### src/rtl/psum_pkg.sv
// Shared definitions for the partial-sum adder: FSM state type, default
// packet geometry and packet field-extract helpers.
package psum_pkg;

    typedef enum logic [1:0] {
        COLLECT = 2'd0,
        SUM     = 2'd1,
        SEND    = 2'd2
    } psum_state_t;

    localparam int DEF_PKT_W   = 40;
    localparam int DEF_DATA_W  = 13;
    localparam int FIELD_MAX_W = 64;

    // Callers zero-extend their packet to FIELD_MAX_W and cast the result back.
    function automatic logic [FIELD_MAX_W-1:0] pkt_data(input logic [FIELD_MAX_W-1:0] pkt,
                                                        input int data_w);
        logic [FIELD_MAX_W-1:0] mask;
        mask = {FIELD_MAX_W{1'b1}} >> (FIELD_MAX_W - data_w);
        return pkt & mask;
    endfunction

    function automatic logic [FIELD_MAX_W-1:0] pkt_hdr(input logic [FIELD_MAX_W-1:0] pkt,
                                                       input int data_w);
        return pkt >> data_w;
    endfunction

endpackage

### src/rtl/psum_adder_n_if.sv
// Handshake bundle of the partial-sum adder: per-lane input streams, the
// result stream and the sticky header-error flag.
interface psum_adder_n_if
    import psum_pkg::*;
#(
    parameter int NUM_IN = 2,
    parameter int PKT_W  = DEF_PKT_W
);
    logic [NUM_IN-1:0]       in_valid;
    logic [NUM_IN-1:0]       in_ready;
    logic [NUM_IN*PKT_W-1:0] in_pkt;
    logic                    out_valid;
    logic                    out_ready;
    logic [PKT_W-1:0]        out_pkt;
    logic                    err_hdr;

    modport master (
        output in_valid, in_pkt, out_ready,
        input  in_ready, out_valid, out_pkt, err_hdr
    );

    modport slave (
        input  in_valid, in_pkt, out_ready,
        output in_ready, out_valid, out_pkt, err_hdr
    );
endinterface

### src/rtl/psum_lane_capture.sv
// One input lane: holds the captured packet, the captured flag and a
// registered ready that is low from reset until the first clock after release.
module psum_lane_capture
    import psum_pkg::*;
#(
    parameter int PKT_W = DEF_PKT_W
) (
    input  logic             clk,
    input  logic             rst_n,
    input  logic             valid_i,
    input  logic [PKT_W-1:0] pkt_i,
    input  logic             collect_nxt_i,
    input  logic             clr_i,
    output logic             ready_o,
    output logic             cap_nxt_o,
    output logic [PKT_W-1:0] pkt_o
);
    logic             take;
    logic             cap_q, cap_d;
    logic             rdy_q, rdy_d;
    logic [PKT_W-1:0] pkt_q;

    // Kept as separate assigns so cap_d never depends on collect_nxt_i.
    assign take  = valid_i & rdy_q;
    assign cap_d = clr_i ? 1'b0 : (cap_q | take);
    assign rdy_d = collect_nxt_i & ~cap_d;

    always_ff @(posedge clk or negedge rst_n) begin
        if (!rst_n) begin
            cap_q <= 1'b0;
            rdy_q <= 1'b0;
        end else begin
            cap_q <= cap_d;
            rdy_q <= rdy_d;
        end
    end

    always_ff @(posedge clk) begin
        if (take) pkt_q <= pkt_i;
    end

    assign ready_o   = rdy_q;
    assign cap_nxt_o = cap_d;
    assign pkt_o     = pkt_q;
endmodule

### src/rtl/psum_adder_n.sv
// Joins NUM_IN partial-sum lanes, accumulates ACC_CNT sets and emits one packet.
// Define PSUM_SAT_EN to saturate the output field instead of wrapping it.
module psum_adder_n
    import psum_pkg::*;
#(
    parameter int NUM_IN  = 2,
    parameter int PKT_W   = DEF_PKT_W,
    parameter int DATA_W  = DEF_DATA_W,
    parameter int ACC_CNT = 1
) (
    input  logic          clk,
    input  logic          rst_n,
    psum_adder_n_if.slave bus
);
    localparam int HDR_W = PKT_W - DATA_W;
    localparam int ACC_W = DATA_W + $clog2(NUM_IN * ACC_CNT) + 1;
    localparam int CNT_W = $clog2(ACC_CNT + 1);

    psum_state_t      state_q, state_d;
    logic [ACC_W-1:0] acc_q, acc_d, set_sum;
    logic [CNT_W-1:0] cnt_q, cnt_d;
    logic [HDR_W-1:0] hdr_q, hdr_d, ref_hdr;
    logic             err_q, err_d;
    logic             ov_q, ov_d;
    logic [PKT_W-1:0] opkt_q, opkt_d;
    logic [NUM_IN-1:0] cap_nxt, rdy, hdr_bad;
    logic [PKT_W-1:0] cap_pkt [NUM_IN];
    logic             collect_nxt, clr;

    function automatic logic [DATA_W-1:0] clip_field(input logic [ACC_W-1:0] a);
`ifdef PSUM_SAT_EN
        logic [ACC_W-1:0] field_max;
        field_max = {{(ACC_W-DATA_W){1'b0}}, {DATA_W{1'b1}}};
        return (a > field_max) ? {DATA_W{1'b1}} : DATA_W'(a);
`else
        return DATA_W'(a);
`endif
    endfunction

    for (genvar g = 0; g < NUM_IN; g++) begin : g_lane
        psum_lane_capture #(.PKT_W(PKT_W)) u_lane (
            .clk          (clk),
            .rst_n        (rst_n),
            .valid_i      (bus.in_valid[g]),
            .pkt_i        (bus.in_pkt[g*PKT_W +: PKT_W]),
            .collect_nxt_i(collect_nxt),
            .clr_i        (clr),
            .ready_o      (rdy[g]),
            .cap_nxt_o    (cap_nxt[g]),
            .pkt_o        (cap_pkt[g])
        );
    end

    assign clr         = (state_q == SUM);
    assign collect_nxt = (state_d == COLLECT);

    // On the first set of a packet, lane 0's captured header becomes the reference.
    always_comb begin
        set_sum = '0;
        hdr_bad = '0;
        ref_hdr = (cnt_q == '0) ? HDR_W'(pkt_hdr(FIELD_MAX_W'(cap_pkt[0]), DATA_W)) : hdr_q;
        for (int i = 0; i < NUM_IN; i++) begin
            set_sum    = set_sum + ACC_W'(pkt_data(FIELD_MAX_W'(cap_pkt[i]), DATA_W));
            hdr_bad[i] = (HDR_W'(pkt_hdr(FIELD_MAX_W'(cap_pkt[i]), DATA_W)) != ref_hdr);
        end
    end

    always_comb begin
        state_d = state_q;
        acc_d   = acc_q;
        cnt_d   = cnt_q;
        hdr_d   = hdr_q;
        err_d   = err_q;
        ov_d    = ov_q;
        opkt_d  = opkt_q;
        unique case (state_q)
            COLLECT: if (&cap_nxt) state_d = SUM;
            SUM: begin
                acc_d = acc_q + set_sum;
                cnt_d = CNT_W'(cnt_q + 1'b1);
                hdr_d = ref_hdr;
                if (|hdr_bad) err_d = 1'b1;
                if (cnt_d == CNT_W'(ACC_CNT)) begin
                    state_d = SEND;
                    ov_d    = 1'b1;
                    opkt_d  = {ref_hdr, clip_field(acc_d)};
                end else begin
                    state_d = COLLECT;
                end
            end
            SEND: if (bus.out_ready) begin
                state_d = COLLECT;
                acc_d   = '0;
                cnt_d   = '0;
                ov_d    = 1'b0;
            end
            default: state_d = COLLECT;
        endcase
    end

    always_ff @(posedge clk or negedge rst_n) begin
        if (!rst_n) begin
            state_q <= COLLECT;
            acc_q   <= '0;
            cnt_q   <= '0;
            err_q   <= 1'b0;
            ov_q    <= 1'b0;
            opkt_q  <= '0;
        end else begin
            state_q <= state_d;
            acc_q   <= acc_d;
            cnt_q   <= cnt_d;
            err_q   <= err_d;
            ov_q    <= ov_d;
            opkt_q  <= opkt_d;
        end
    end

    always_ff @(posedge clk) begin
        hdr_q <= hdr_d;
    end

    assign bus.in_ready  = rdy;
    assign bus.out_valid = ov_q;
    assign bus.out_pkt   = opkt_q;
    assign bus.err_hdr   = err_q;
endmodule

### src/flat_wrapper.sv
// flat-port wrapper written by rule: the top's interface ports become plain ports
module psum_adder_n_flat import psum_pkg::*;
#(
    parameter int NUM_IN  = 2,
    parameter int PKT_W   = DEF_PKT_W,
    parameter int DATA_W  = DEF_DATA_W,
    parameter int ACC_CNT = 1
)
  (clk, rst_n, bus_in_valid, bus_in_pkt, bus_out_ready, bus_in_ready, bus_out_valid, bus_out_pkt, bus_err_hdr);
  psum_adder_n_if #(.NUM_IN(NUM_IN), .PKT_W(PKT_W)) bus_i ();
  input  logic clk;
  input  logic rst_n;
  input wire logic [$bits(bus_i.in_valid)-1:0] bus_in_valid;
  input wire logic [$bits(bus_i.in_pkt)-1:0] bus_in_pkt;
  input wire logic [$bits(bus_i.out_ready)-1:0] bus_out_ready;
  output wire logic [$bits(bus_i.in_ready)-1:0] bus_in_ready;
  output wire logic [$bits(bus_i.out_valid)-1:0] bus_out_valid;
  output wire logic [$bits(bus_i.out_pkt)-1:0] bus_out_pkt;
  output wire logic [$bits(bus_i.err_hdr)-1:0] bus_err_hdr;
  assign bus_i.in_valid = bus_in_valid;
  assign bus_i.in_pkt = bus_in_pkt;
  assign bus_i.out_ready = bus_out_ready;
  assign bus_in_ready = bus_i.in_ready;
  assign bus_out_valid = bus_i.out_valid;
  assign bus_out_pkt = bus_i.out_pkt;
  assign bus_err_hdr = bus_i.err_hdr;
  psum_adder_n #(.NUM_IN(NUM_IN), .PKT_W(PKT_W), .DATA_W(DATA_W), .ACC_CNT(ACC_CNT)) u_core (.clk(clk), .rst_n(rst_n), .bus(bus_i));
endmodule
### config.mk
export PLATFORM = sky130hd
export DESIGN_NAME = psum_adder_n_flat
export DESIGN_NICKNAME = d
export VERILOG_FILES = /design/src/rtl/psum_pkg.sv /design/src/rtl/psum_adder_n_if.sv /design/src/rtl/psum_lane_capture.sv /design/src/rtl/psum_adder_n.sv /design/src/flat_wrapper.sv
export SDC_FILE = /design/constraint.sdc
export NUM_CORES = 1
export LEC_CHECK = 0
export CORE_MARGIN = 1.5
export CORE_UTILIZATION = 35
export DETAILED_ROUTE_END_ITERATION = 10
export GPL_ROUTABILITY_DRIVEN = 0
export PLACE_DENSITY = 0.64
export SLEW_MARGIN = 20
export SYNTH_ARGS = -nofsm -noshare
export SYNTH_HDL_FRONTEND = slang
export SYNTH_SLANG_ARGS = --single-unit
export TNS_END_PERCENT = 10
### constraint.sdc
create_clock -name clk -period 5.5 [get_ports clk]
set_clock_uncertainty 0.05 [all_clocks]
set_input_delay 1.1 -clock clk [delete_from_list [all_inputs] [get_ports clk]]
set_output_delay 1.1 -clock clk [all_outputs]
set_load 0.02 [all_outputs]
Yosys cells after proc, flatten, opt, wreduce, memory -nomap -nowiden
Cells that the tools add are included.
- output and inout bits: 44
- logic and storage cells: 52
- register bits after elaboration: 171
- input port bits: 85
- $add $sub $neg: 3
- multiplexer cells: 13
- bitwise gates (word level): 8
- reductions and logical operators: 9
- equality and inequality tests: 6
- operators with widths (operator ; count):
    $ne A27 B27 Y1 ; 2
    $pmux W15 S2 ; 1
    $mux W27 ; 1
    $add A15 B15 Y15 ; 1
    $mux W15 ; 1
    $add A13 B13 Y14 ; 1
    $reduce_and A2 Y1 ; 4
    $mux W2 ; 3
    $pmux W2 S3 ; 1
    $and A1 B1 Y1 ; 4
    $logic_not A2 Y1 ; 2
    $mux W1 ; 4
    $pmux W1 S2 ; 2
    $reduce_and A3 Y1 ; 1
    $eq A2 B1 Y1 const B ; 1
    $eq A2 B2 Y1 const B ; 1
    $ne A2 B1 Y1 const B ; 1
    $ne A2 B2 Y1 const B ; 1
    $not A1 Y1 ; 2
    $or A1 B1 Y1 ; 2
    $reduce_bool A2 Y1 ; 1
    $reduce_or A2 Y1 ; 1
    $add A1 B1 Y1 const B ; 1

Depth between registers and ports, before layout
- word-level depth: 8
- gate-level depth with buffers: 16
- gate-level depth less buffers: 16

Modules after synthesis
A second synthesis with hierarchy kept.
- cell total of the unflattened synthesis: 580
- area, all modules: 7384.6 um^2
- by module, submodules not included (module ; sequential area each (um^2) ; instances ; cells each ; area an instance (um^2)):
    psum_adder_n ; 2262.2 ; 1 ; 488 ; 4827.1
    psum_lane_capture ; 1251.2 ; 2 ; 46 ; 1278.7

Least setup slack after synthesis
OpenSTA, ideal clock, no wires.
- path kind: reg-to-reg
- start: register u_core.g_lane[1].u_lane.pkt_q[0]
- end: register u_core.acc_q[11]
- setup time: 133 ps
- data arrival time: 3175 ps
- path slack: 2142 ps
- clock period less this slack: 3358 ps
- stages on the path, launching flop included: 17
- path buffers: 0
- path through: edfxtp_1 -> ha_1 -> inv_1 -> fa_1 -> nor2b_4 -> o31a_1 -> o41a_1 -> a21o_2 -> xor2_1 -> ha_1 -> a21o_1 -> o21bai_1 -> a211o_1 -> a21oi_1 -> o21bai_1 -> xnor2_1 -> o21ai_0
- word-level cells in the longest chain between the ends: 3
- ends and longest elaborated chain (element ; line ; source):
    start, declared ; psum_lane_capture.sv:21 ; logic [PKT_W-1:0] pkt_q;
    start signal, assigned ; psum_lane_capture.sv:39 ; if (take) pkt_q <= pkt_i;
    $add A13 B13 Y14 ; psum_adder_n.sv:63 ; set_sum = set_sum + ACC_W'(pkt_data(FIELD_MAX_W'(cap_pkt[i]), DATA_W));
    $add A15 B15 Y15 ; psum_adder_n.sv:79 ; acc_d = acc_q + set_sum;
    $pmux W15 S2 ; psum_adder_n.sv:76 ; unique case (state_q)
    end signal, assigned ; psum_adder_n.sv:104 ; acc_q <= '0;
    end signal, assigned ; psum_adder_n.sv:111 ; acc_q <= acc_d;
    end, declared ; psum_adder_n.sv:20 ; logic [ACC_W-1:0] acc_q, acc_d, set_sum;
Every way passes these cells.
A chain may end at the register's enable or synchronous reset.

Final worst setup path
Same ends and word-level chain as after synthesis.

==> impl_metrics.json <==
{
  "seqCellArea_um2": 4770,
  "initial_utilization_pct": 36.0,
  "cp-start-kind": "flip-flop",
  "dp.cells": 1016,
  "crit_chain": "ha_1 > inv_1 > fa_1 > nor2b_4 > o31a_1 > o41a_1 > a21o_2 > xor2_1 > ha_1 > a21o_1 > o21bai_1 > a211o_1 > a21oi_1 > o21bai_1 > xnor2_1 > o21ai_0",
  "fin_crit_sh_pct": 66.2,
  "grt_pass1_wl_mm": 26.5,
  "rsz0062_at_grt": "no",
  "ir_drop_uv": 283,
  "wl_mm": 17.1,
  "critical_path.max_fanout": 6,
  "hpwl_mm": 12.0,
  "drtIter0Drc": 347,
  "yosys_warnings": 0,
  "min_path_cells": 2,
  "post_drt_wl_per_cell_um": 16.3,
  "maxSlewViolCount": 0,
  "drive_above_1_share_pct": 7.76,
  "viasPerCell": 4.86,
  "synth-simple-area-share_pct": 9.20,
  "critPathSlowestCell": "edfxtp_1",
  "yosysTopAreaCell": "edfxtp_1",
  "synth_edf_count": 107,
  "regToRegEndpoint": "u_core.acc_q[11]",
  "antenna_found_initial": 2,
  "netlist_instances": 625,
  "syn_area_um2": 7620,
  "ys_async_sr_fraction_pct": 36.7,
  "powerDensity_nw_per_um2": 553,
  "grt_pass1_vias": 5077,
  "synth_compound_area_share_pct": 10.4,
  "worstMarginPinSlew_ps": 979,
  "drv_cap": 0,
  "post_cts_buffers": 0,
  "grt_start_max_net_pins": 63,
  "max_freq_mhz": 274,
  "hold_viol_final": 0,
  "path_class": "flip-flop to flip-flop",
  "die_w_um": 151,
  "synth_seq_cells": 169,
  "clk_pin_slew_ps": 70,
  "synth_fp_nets": 737,
  "r2r_start": "u_core.g_lane[1].u_lane.pkt_o[0]",
  "p_leak_nw": 3.88,
  "seq_area_frac_synth_pct": 62.6,
  "fin_nets": 872,
  "synth_cell_type_count": 59,
  "synthAdderAreaFrac_pct": 4.63,
  "rr_worst_depth": 16,
  "drc": 0,
  "r2r_slack_ps": 1860,
  "total_power_mw": 5.42,
  "cp_data_required_time_ps": 5730,
  "instances_no_fill": 1049,
  "dr.pass1.iters": 6,
  "grt_overflow": 0,
  "cpPeakStageDelay_ps": 360,
  "holdCritStartpoint": "u_core.bus.out_pkt[37]",
  "relSlewSlack_pct": 34.5,
  "finalSetupTns_ps": 0,
  "port_buffers": 128,
  "setup_viol": 0,
  "clk_latency_ps": 420,
  "root_buffer": "clkbuf_16",
  "crit_arrival_ps": 3870,
  "fin_crit_ps": 3640,
  "grt_usage_pct": 15.7,
  "synth_top_family_by_area": "compound AO/OA/AOI/OAI gates",
  "synth_xor_area_share_pct": 6.77,
  "numCtsBuffers": 17,
  "finalCoreUtilization_pct": 46.4,
  "htree_levels": 4,
  "synth_area_per_cell_um2": 12.2,
  "synthMuxAreaShare_pct": 3.20,
  "multi_input_area_um2": 2610,
  "fillers": 1931,
  "fp.dieH_um": 151,
  "area_growth_pct": 28.9,
  "synth_flop_cell": "edfxtp_1",
  "die-area_um2": 22700,
  "end_kind": "flip-flop",
  "core_area_um2": 21200,
  "cts_buffer_depth": 2,
  "postRouteAntennaNets": 0,
  "dr_total_vias": 5096,
  "clock-sinks": 169,
  "rows": 53,
  "netlist.area_leader.share_pct": 42.2,
  "synth_area_leaders": "edfxtp_1, dfrtp_1, nand2_1",
  "cpLargestDelayFamily": "compound AO/OA/AOI/OAI gates",
  "path_buf_inv": 1,
  "outcome": "finished clean",
  "io_pins": 129,
  "hold_path_class": "flip-flop to flip-flop",
  "whs_endpoint": "u_core.bus.out_pkt[37]",
  "cts_resized": 0,
  "cts_tree": "built",
  "hold_buffers": 0
}
[Yosys cell counts (3+ instances only)]
| master | count |
|---|---|
| a211oi_1 | 3 |
| a21o_1 | 4 |
| a21oi_1 | 20 |
| a31oi_1 | 3 |
| buf_4 | 4 |
| clkbuf_1 | 11 |
| dfrtp_1 | 62 |
| edfxtp_1 | 107 |
| ha_1 | 25 |
| inv_1 | 41 |
| mux2_2 | 11 |
| mux2i_1 | 12 |
| nand2_1 | 94 |
| nand2b_1 | 4 |
| nand3_1 | 4 |
| nand4_1 | 5 |
| nor2_1 | 32 |
| nor3_1 | 4 |
| nor4_1 | 5 |
| o2111ai_1 | 4 |
| o21a_1 | 5 |
| o21ai_0 | 55 |
| o21bai_1 | 4 |
| o22ai_1 | 7 |
| xnor2_1 | 40 |
| xor2_1 | 17 |
[sequential cells by signal, indices dropped and copies added, names as in the netlist]
name                          cells
u_core.bus.out_valid              1
u_core.g_lane.u_lane.ready_o      2
u_core.g_lane.u_lane.cap_q        2
u_core.bus.err_hdr                1
u_core.g_lane.u_lane.pkt_o       80
u_core.cnt_q                      1
u_core.hdr_q                     27
u_core.state_q                    2
u_core.acc_q                     13
u_core.bus.out_pkt               40
[cells in the final DEF (no fill, tap or decap), types with 3 or more instances in the layout]
cell,instances
a211oi_1,3
a21o_1,4
a21oi_1,20
a31oi_1,3
buf_4,6
bufinv_16,3
clkbuf_16,17
clkdlybuf4s50_1,127
clkinvlp_4,5
dfrtp_1,61
edfxtp_1,107
ha_1,25
inv_1,41
inv_6,3
inv_8,3
mux2_2,11
mux2i_1,12
nand2_1,94
nand2b_1,3
nand3_1,4
nand4_1,5
nor2_1,32
nor3_1,4
nor4_1,5
o2111ai_1,4
o21a_1,5
o21ai_0,55
o21bai_1,4
o22ai_1,7
xnor2_1,40
xor2_1,17
[final cells by class]
| cell class | count | share of cell area [%] |
|---|---|---|
| Antenna cell | 1 | 0.0255 |
| Clock buffer | 18 | 4.37 |
| Clock inverter | 14 | 1.91 |
| Inverter | 42 | 1.61 |
| Multi-Input combinational cell | 396 | 26.6 |
| Sequential cell | 169 | 48.5 |
| Tap cell | 275 | 3.50 |
| Timing Repair Buffer | 134 | 13.5 |
[metal layers]
layer  up-vias  wire (µm)  GRT usage, %  share of wire [%]
met5         -         17             0               0.10
met4         2        143          3.38               0.84
met3        12        915          4.58                5.4
met2       145       8340          26.3                 49
met1      2453       7640          20.2                 45
li1       2484          -             -                  -
[metrics by stage]
stage	setup WS (ps)	cell area (µm²)	hold WS, ps
final	1860	9820	423
after global routing	1670	9810	448
after CTS	1850	9810	429
after detailed placement	1860	9200	412
after global placement	1960	9200	407
after floorplan	2140	7620	406
[worst max path at each step]
| stage | start | endpoint | cells past startpoint |
|---|---|---|---|
| after floorplan | u_core.g_lane[1].u_lane.pkt_o[0] | u_core.acc_q[11] | 16 |
| after global placement | u_core.g_lane[1].u_lane.pkt_o[0] | u_core.acc_q[11] | 16 |
| after detailed placement | u_core.g_lane[1].u_lane.pkt_o[0] | u_core.acc_q[11] | 16 |
| after CTS | u_core.g_lane[1].u_lane.pkt_o[0] | u_core.acc_q[11] | 16 |
| after global routing | u_core.g_lane[1].u_lane.pkt_o[0] | u_core.acc_q[11] | 16 |
| final | u_core.g_lane[1].u_lane.pkt_o[0] | u_core.acc_q[11] | 16 |
[report_power, final]
| group | internal (mW) | total (mW) | switching, mW | leakage (nW) |
|---|---|---|---|---|
| registers | 1.79 | 2.03 | 0.236 | 1.76 |
| clock network | 0.728 | 1.25 | 0.518 | 0.286 |
| logic | 0.940 | 2.15 | 1.21 | 1.83 |
| total | 3.46 | 5.42 | 1.96 | 3.88 |
[worst min-delay path, stage by stage (launching register included)]
cell,delay (ps)
dfrtp_1,340
nand2_1,50
nand2_1,50
[kinds of logic (layout without fill, tap and decap cells)]
logic type,Yosys count,in the layout
simple gates,161,161
mux,23,23
fa+ha+maj,27,27
buf+inv,60,208
compound gates,127,127
xor+xnor,58,58
flops,169,169
other cells,0,1
No activity file was read; power rests on OpenSTA's default activity.
==> edit 1: new RTL, same settings <==
Make the reset (`rst_n`) synchronous in 2 clocked blocks.
--- a/src/rtl/psum_lane_capture.sv
+++ b/src/rtl/psum_lane_capture.sv
@@ -25,7 +25,7 @@
     assign cap_d = clr_i ? 1'b0 : (cap_q | take);
     assign rdy_d = collect_nxt_i & ~cap_d;
 
-    always_ff @(posedge clk or negedge rst_n) begin
+    always_ff @(posedge clk) begin
         if (!rst_n) begin
             cap_q <= 1'b0;
             rdy_q <= 1'b0;
--- a/src/rtl/psum_adder_n.sv
+++ b/src/rtl/psum_adder_n.sv
@@ -98,7 +98,7 @@
         endcase
     end
 
-    always_ff @(posedge clk or negedge rst_n) begin
+    always_ff @(posedge clk) begin
         if (!rst_n) begin
             state_q <= COLLECT;
             acc_q   <= '0;
Check against the original RTL: differs if rst_n is asserted again (counterexample within 4 cycles, from zero or initial values and one cycle with rst_n low); with rst_n held inactive, the same outputs for 10 cycles.
==> edit 1 against the original RTL <==
- synthesized area grew 0.54%
- cell area decreased by 0.11%
- worst setup slack got worse by 41 ps
- sequential share of layout area decreased by 3.1 points
- utilization down 0.20 points
- final cell count increased by 4.9%
- first-iteration DRC count up 2.6%
- sequential cell count did not move
- global-route usage rose by 0.93 points
- wire length grew 7.3%
- critical path type unchanged
- largest cell class unchanged
- highest routed layer is now met4
Power is not compared: it rests on default switching activity, and its combinational part moved more than twofold at a synthesized area within 25%.
==> edit 1: results (changes against the original RTL) <==
Min path
  – Worst min path class: reg2reg
  – Worst Hold End: u_core.bus.out_pkt[31]
  – WHS Path Cells: 2 (unchanged)
  – Hold_sp: u_core.bus.out_pkt[31]

Logic synthesis
  – Synth cell types: 57 (-3.4%)
  – Dominant cells by area after synthesis: edfxtp_1 42%, dfxtp_1 16%, nand2_1 4.4%, xor2_1 4.1%, ha_1 4.1%
  – Synth async-reset ratio: 0% (-37 points)
  – Synth warn: 0 (unchanged)
  – Commonest cells in the netlist: 107 x edfxtp_1, 90 x nand2_1, 62 x dfxtp_1, 61 x a21oi_1, 36 x xor2_1
  – Synth Flop Type: edfxtp_1
  – EDFF count, synth: 107 (unchanged)
  – Seq/Total Area, Yosys: 58.2% (-4.4 points)
  – Synthesized Nets: 793 (+7.6%)

Global routing
  – Met1 Use GR: 24.2% (+4.0 points)
  – Global-route total usage across every layer: 16.7% (+0.93 points)
  – Initial antenna violation count: 0 (-2)
  – Largest net degree at the start of global routing: 42 (-33%)
  – Number of global-route vias before repair: 5235 (+3.1%)
  – Met2 usage: 24.7% (-1.5 points)
  – First-pass GRT wire length: 28200 µm (+6.6%)
  – GR Util met3: 2.89% (-1.7 points)

Route
  – Via count: 5464 (+7.2%)
  – Mean routed wirelength per cell: 16.6 µm (+2.4%)
  – 1st-iter DRT viols: 356 (+2.6%)
  – Drt pass-1 iters: 7 (+1)
  – DRC Markers: 0 (unchanged)

Clock network
  – Longest Clk Path Bufs: 2 (unchanged)
  – Root buf cell: clkbuf_16
  – Clock transition at path regs: 60 ps
  – CTS H-Tree Depth: 4 (unchanged)
  – Later-pin clock latency in the skew report: 430 ps
  – Post-CTS Resized: 0 (unchanged)
  – Inserted Clock Buffers: 17 (unchanged)
  – Post-CTS Setup Inserts: 0 (unchanged)

Setup path
  – RR Startpoint: u_core.g_lane[1].u_lane.pkt_o[1]
  – R2R Path End: u_core.bus.out_pkt[12]
  – R2R cell count: 13 (-3)
  – Delay-heaviest family, CP: compound AO/OA/AOI/OAI gates
  – CP max stage cell: or4_1
  – Max incr delay on CP: 400 ps (+40 ps)
  – CP Max Fanout: 6 (unchanged)
  – WP data arrival: 3960 ps (+90 ps)
  – R2r setup slk: 1820 ps (-40 ps)

Pwr
  – Pleak: 3.52 nW
  – Peak VDD IR: 0.000185 V

Final layout
  – Nets: 924 (+6.0%)
  – Max reg flops: 80 (unchanged)
  – # diodes: 0 (-1)
  – Share of layout cells above drive strength 1: 7.64% (-0.13 points)

Placed design
  – DP HPWL: 13000 µm (+8.1%)
  – Dpl ws: 1880 ps (+22.7 ps)
  – Port bufs: 128 (unchanged)

STA
  – Worst-margin pin slew: 991 ps (+11.8 ps)

Run status
  – Status: finished, final reports clean
[edit 1: cell types whose count changed after synthesis, sizes merged, moves of 8 or more]
cell	before	now
a21oi	20	61
clkbuf	11	19
o21ai	57	24
dfrtp	62	0
mux2i	12	2
dfxtp	0	62
xnor2	41	17
xor2	17	36
mux2	11	21
[edit 1: worst max-delay path by stage]
stage	from	to	slack, ps
3_5_place_dp	u_core.g_lane[0].u_lane.pkt_o[1]	u_core.bus.out_pkt[12]	1880
6_report	u_core.g_lane[1].u_lane.pkt_o[1]	u_core.bus.out_pkt[12]	1820
5_1_grt	u_core.g_lane[1].u_lane.pkt_o[0]	u_core.bus.out_pkt[12]	1590
4_1_cts	u_core.g_lane[1].u_lane.pkt_o[0]	u_core.bus.out_pkt[12]	1830
3_3_place_gp	u_core.g_lane[1].u_lane.pkt_o[1]	u_core.bus.out_pkt[12]	1920
2_1_floorplan	u_core.g_lane[1].u_lane.pkt_o[1]	u_core.bus.out_pkt[12]	2200
[edit 1: worst reg2reg max path: cells and delay by family, from the launching register on]
family                     cells  cell delay (ps)
adders and majority gates      2              660
AOI/OAI and AO/OA              9             1980
and+or+nand+nor                1              400
xor gates and xnor gates       1              120
DFF                            1              380
[edit 1: stage by stage]
stage | hold slack, ps | area (µm²) | instances
3_3_place_gp | 392 | 9240 | 1068
2_1_floorplan | 391 | 7660 | 681
4_1_cts | 405 | 9800 | 1100
5_1_grt | 428 | 9810 | 1100
6_report | 404 | 9810 | 1100
3_5_place_dp | 396 | 9240 | 1068
[edit 1: layer usage]
layer	wire length (µm)	vias up
li1	-	2735
met1	9020	2558
met2	8010	158
met3	1060	13
met4	226	0
met5	0	-
[edit 1: kinds of logic (layout without fill, tap and decap cells)]
| group | after synthesis | count (layout) | synth area share (%) |
|---|---|---|---|
| flip-flops | 169 | 169 | 58.2 |
| AND/OR/NAND/NOR | 188 | 188 | 11.2 |
| XOR/XNOR | 53 | 53 | 6.06 |
| multiplexers | 23 | 23 | 3.45 |
| adder cells (fa/ha/maj) | 27 | 27 | 4.61 |
| buffers and inverters | 60 | 204 | 3.17 |
| AO/OA/AOI/OAI | 161 | 161 | 13.3 |
[edit 1: area by class of cell]
cell class | count | area [µm²]
Fill cell | 1984 | 11400
Multi-Input combinational cell | 452 | 2970
Timing Repair Buffer | 137 | 1350
Tap cell | 275 | 344
Inverter | 35 | 131
Clock inverter | 13 | 118
Clock buffer | 19 | 443
Sequential cell | 169 | 4450
[edit 1: power breakdown]
group,switching [W],internal [W]
sequential,0.0000422,0.00142
combinational,0.000223,0.000195
clock,0.000507,0.000639
==> edit 2: new RTL, config.mk and constraints unchanged <==
Without the edit above. Add a define of `PSUM_SAT_EN`.
--- a/src/rtl/psum_adder_n.sv
+++ b/src/rtl/psum_adder_n.sv
@@ -1,5 +1,7 @@
 // Joins NUM_IN partial-sum lanes, accumulates ACC_CNT sets and emits one packet.
 // Define PSUM_SAT_EN to saturate the output field instead of wrapping it.
+`define PSUM_SAT_EN
+
 module psum_adder_n
     import psum_pkg::*;
 #(
Function: changed (Yosys sat finds a counterexample within 4 cycles, from zero or initial values and one cycle with rst_n low).
==> edit 2 against the original RTL <==
- wire length rose by 11%
- power rose by 8.2%
- worst setup slack got worse by 650 ps
- cell area rose by 4.9%
- synthesized area rose by 6.6%
- sequential cell count rose by 2
- largest power group unchanged
==> edit 2: results (changes against the original RTL) <==
Final layout
  – Share of layout cells above drive strength 1: 11.8% (+4.0 points)
  – # diodes: 0 (-1)
  – Fillers: 2079 (+7.7%)
  – Max reg flops: 80 (unchanged)
  – Fin area: 10300 µm² (+4.9%)

Route
  – Drt pass-1 iters: 5 (-1)
  – M1 WL: 9040 µm (+18%)
  – Via density: 5.07 (+4.5%)
  – Total Wirelength: 18900 µm (+11%)
  – Top sig layer: met4
  – Met3 Wirelength: 767 µm (-16%)
  – 1st-iter DRT viols: 426 (+23%)
  – Met2 WL post-DR: 8730 µm (+4.7%)
  – Via count: 5531 (+8.5%)

Global routing
  – Global-route total usage across every layer: 16.4% (+0.64 points)
  – Initial antenna violation count: 0 (-2)
  – First-pass GRT wire length: 30400 µm (+15%)
  – Met1 Use GR: 23.1% (+2.9 points)
  – GR Util met3: 3.01% (-1.6 points)
  – Largest net degree at the start of global routing: 41 (-35%)
  – Met2 usage: 25.5% (-0.75 points)

Logic synthesis
  – Synthesized Nets: 774 (+5.0%)
  – Synth async-reset ratio: 37.4% (+0.74 points)
  – Synth warn: 0 (unchanged)
  – Synth cell types: 70 (+19%)
  – Seq/Total Area, Yosys: 59.3% (-3.2 points)
  – Commonest cells in the netlist: 107 x edfxtp_1, 66 x nand2_1, 64 x dfrtp_1, 55 x nor2_1, 43 x o21ai_0
  – Dominant cells by area after synthesis: edfxtp_1 40%, dfrtp_1 20%, ha_1 4.3%, mux2_2 3.9%, nand2_1 3.1%

Pwr
  – Pleak: 3.97 nW (+2.4%)
  – Clock group: 0.00121 W (-3%)
  – Peak VDD IR: 0.000289 V (+2.4%)
  – Clock power frac: 20.6% (-2.4 points)
  – Sw Ratio: 39.3% (+3.1 points)
  – Logic pwr share: 44.5% (+4.9 points)

Placed design
  – DP HPWL: 13500 µm (+12%)
  – Placed cell count: 1058 (+4.1%)

Setup path
  – R2r setup slk: 1210 ps (-650 ps)
  – WP data arrival: 4480 ps (+610 ps)
  – CP max stage cell: xnor2_2
  – CP Max Fanout: 13 (+7)
  – Delay-heaviest family, CP: compound AO/OA/AOI/OAI gates

Run status
  – Status: finished, final reports clean

STA
  – FMAX: 233 MHz (-15%)
  – Worst slew margin: 31.8% (-2.7 points)
[edit 2: cell types whose count changed after synthesis, sizes merged, moves of 7 or more]
cell	change
nand2	-28
nor2	+23
xnor2	-20
mux2	+17
o21ai	-10
a41oi	+8
xor2	+8
a21oi	+7
buf	+7
inv	-7
mux2i	-7
[edit 2: worst paths after layout]
| kind | start | endpoint | depth (start not counted) |
|---|---|---|---|
| setup / recovery | u_core.g_lane[1].u_lane.pkt_o[1] | u_core.bus.out_pkt[2] | 13 |
| hold / removal | u_core.bus.out_pkt[19] | u_core.bus.out_pkt[19] | 2 |
| setup reg to reg | u_core.g_lane[1].u_lane.pkt_o[1] | u_core.bus.out_pkt[2] | 13 |
| hold reg to reg | u_core.bus.out_pkt[19] | u_core.bus.out_pkt[19] | 2 |
| max in group asynchronous | rst_n | u_core.cnt_q | 2 |
| min in group asynchronous | rst_n | u_core.bus.out_pkt[38] | 1 |
[edit 2: worst register-to-register path: stages (launching register included)]
cell and delay, ps:
edfxtp_1 420, ha_1 320, a21o_1 170, a21oi_2 200
nor3_1 100, o41a_1 450, o41ai_2 290, a21boi_1 210
ha_1 330, a21o_2 270, a2111oi_4 390, a22oi_4 110
xnor2_2 600, a41oi_1 200
[edit 2: logic make-up (layout without fill, tap and decap cells)]
kind of cell	Yosys count	in the layout	synth area share [%]
simple gates	171	171	9.47
xor+xnor	46	46	5.06
fa+ha+maj	30	30	4.81
flops	171	171	59.3
buf+inv	54	200	3.02
compound gates	154	154	13.8
mux	33	33	4.50
[edit 2: cell type report]
class                      count  area share, %
clock inverter                15           1.74
inverter                      34           1.24
multi-input combinational    434           29.8
timing repair buffer         134           12.8
tap                          285           3.46
clock buffer                  17           4.13
sequential                   171           46.8
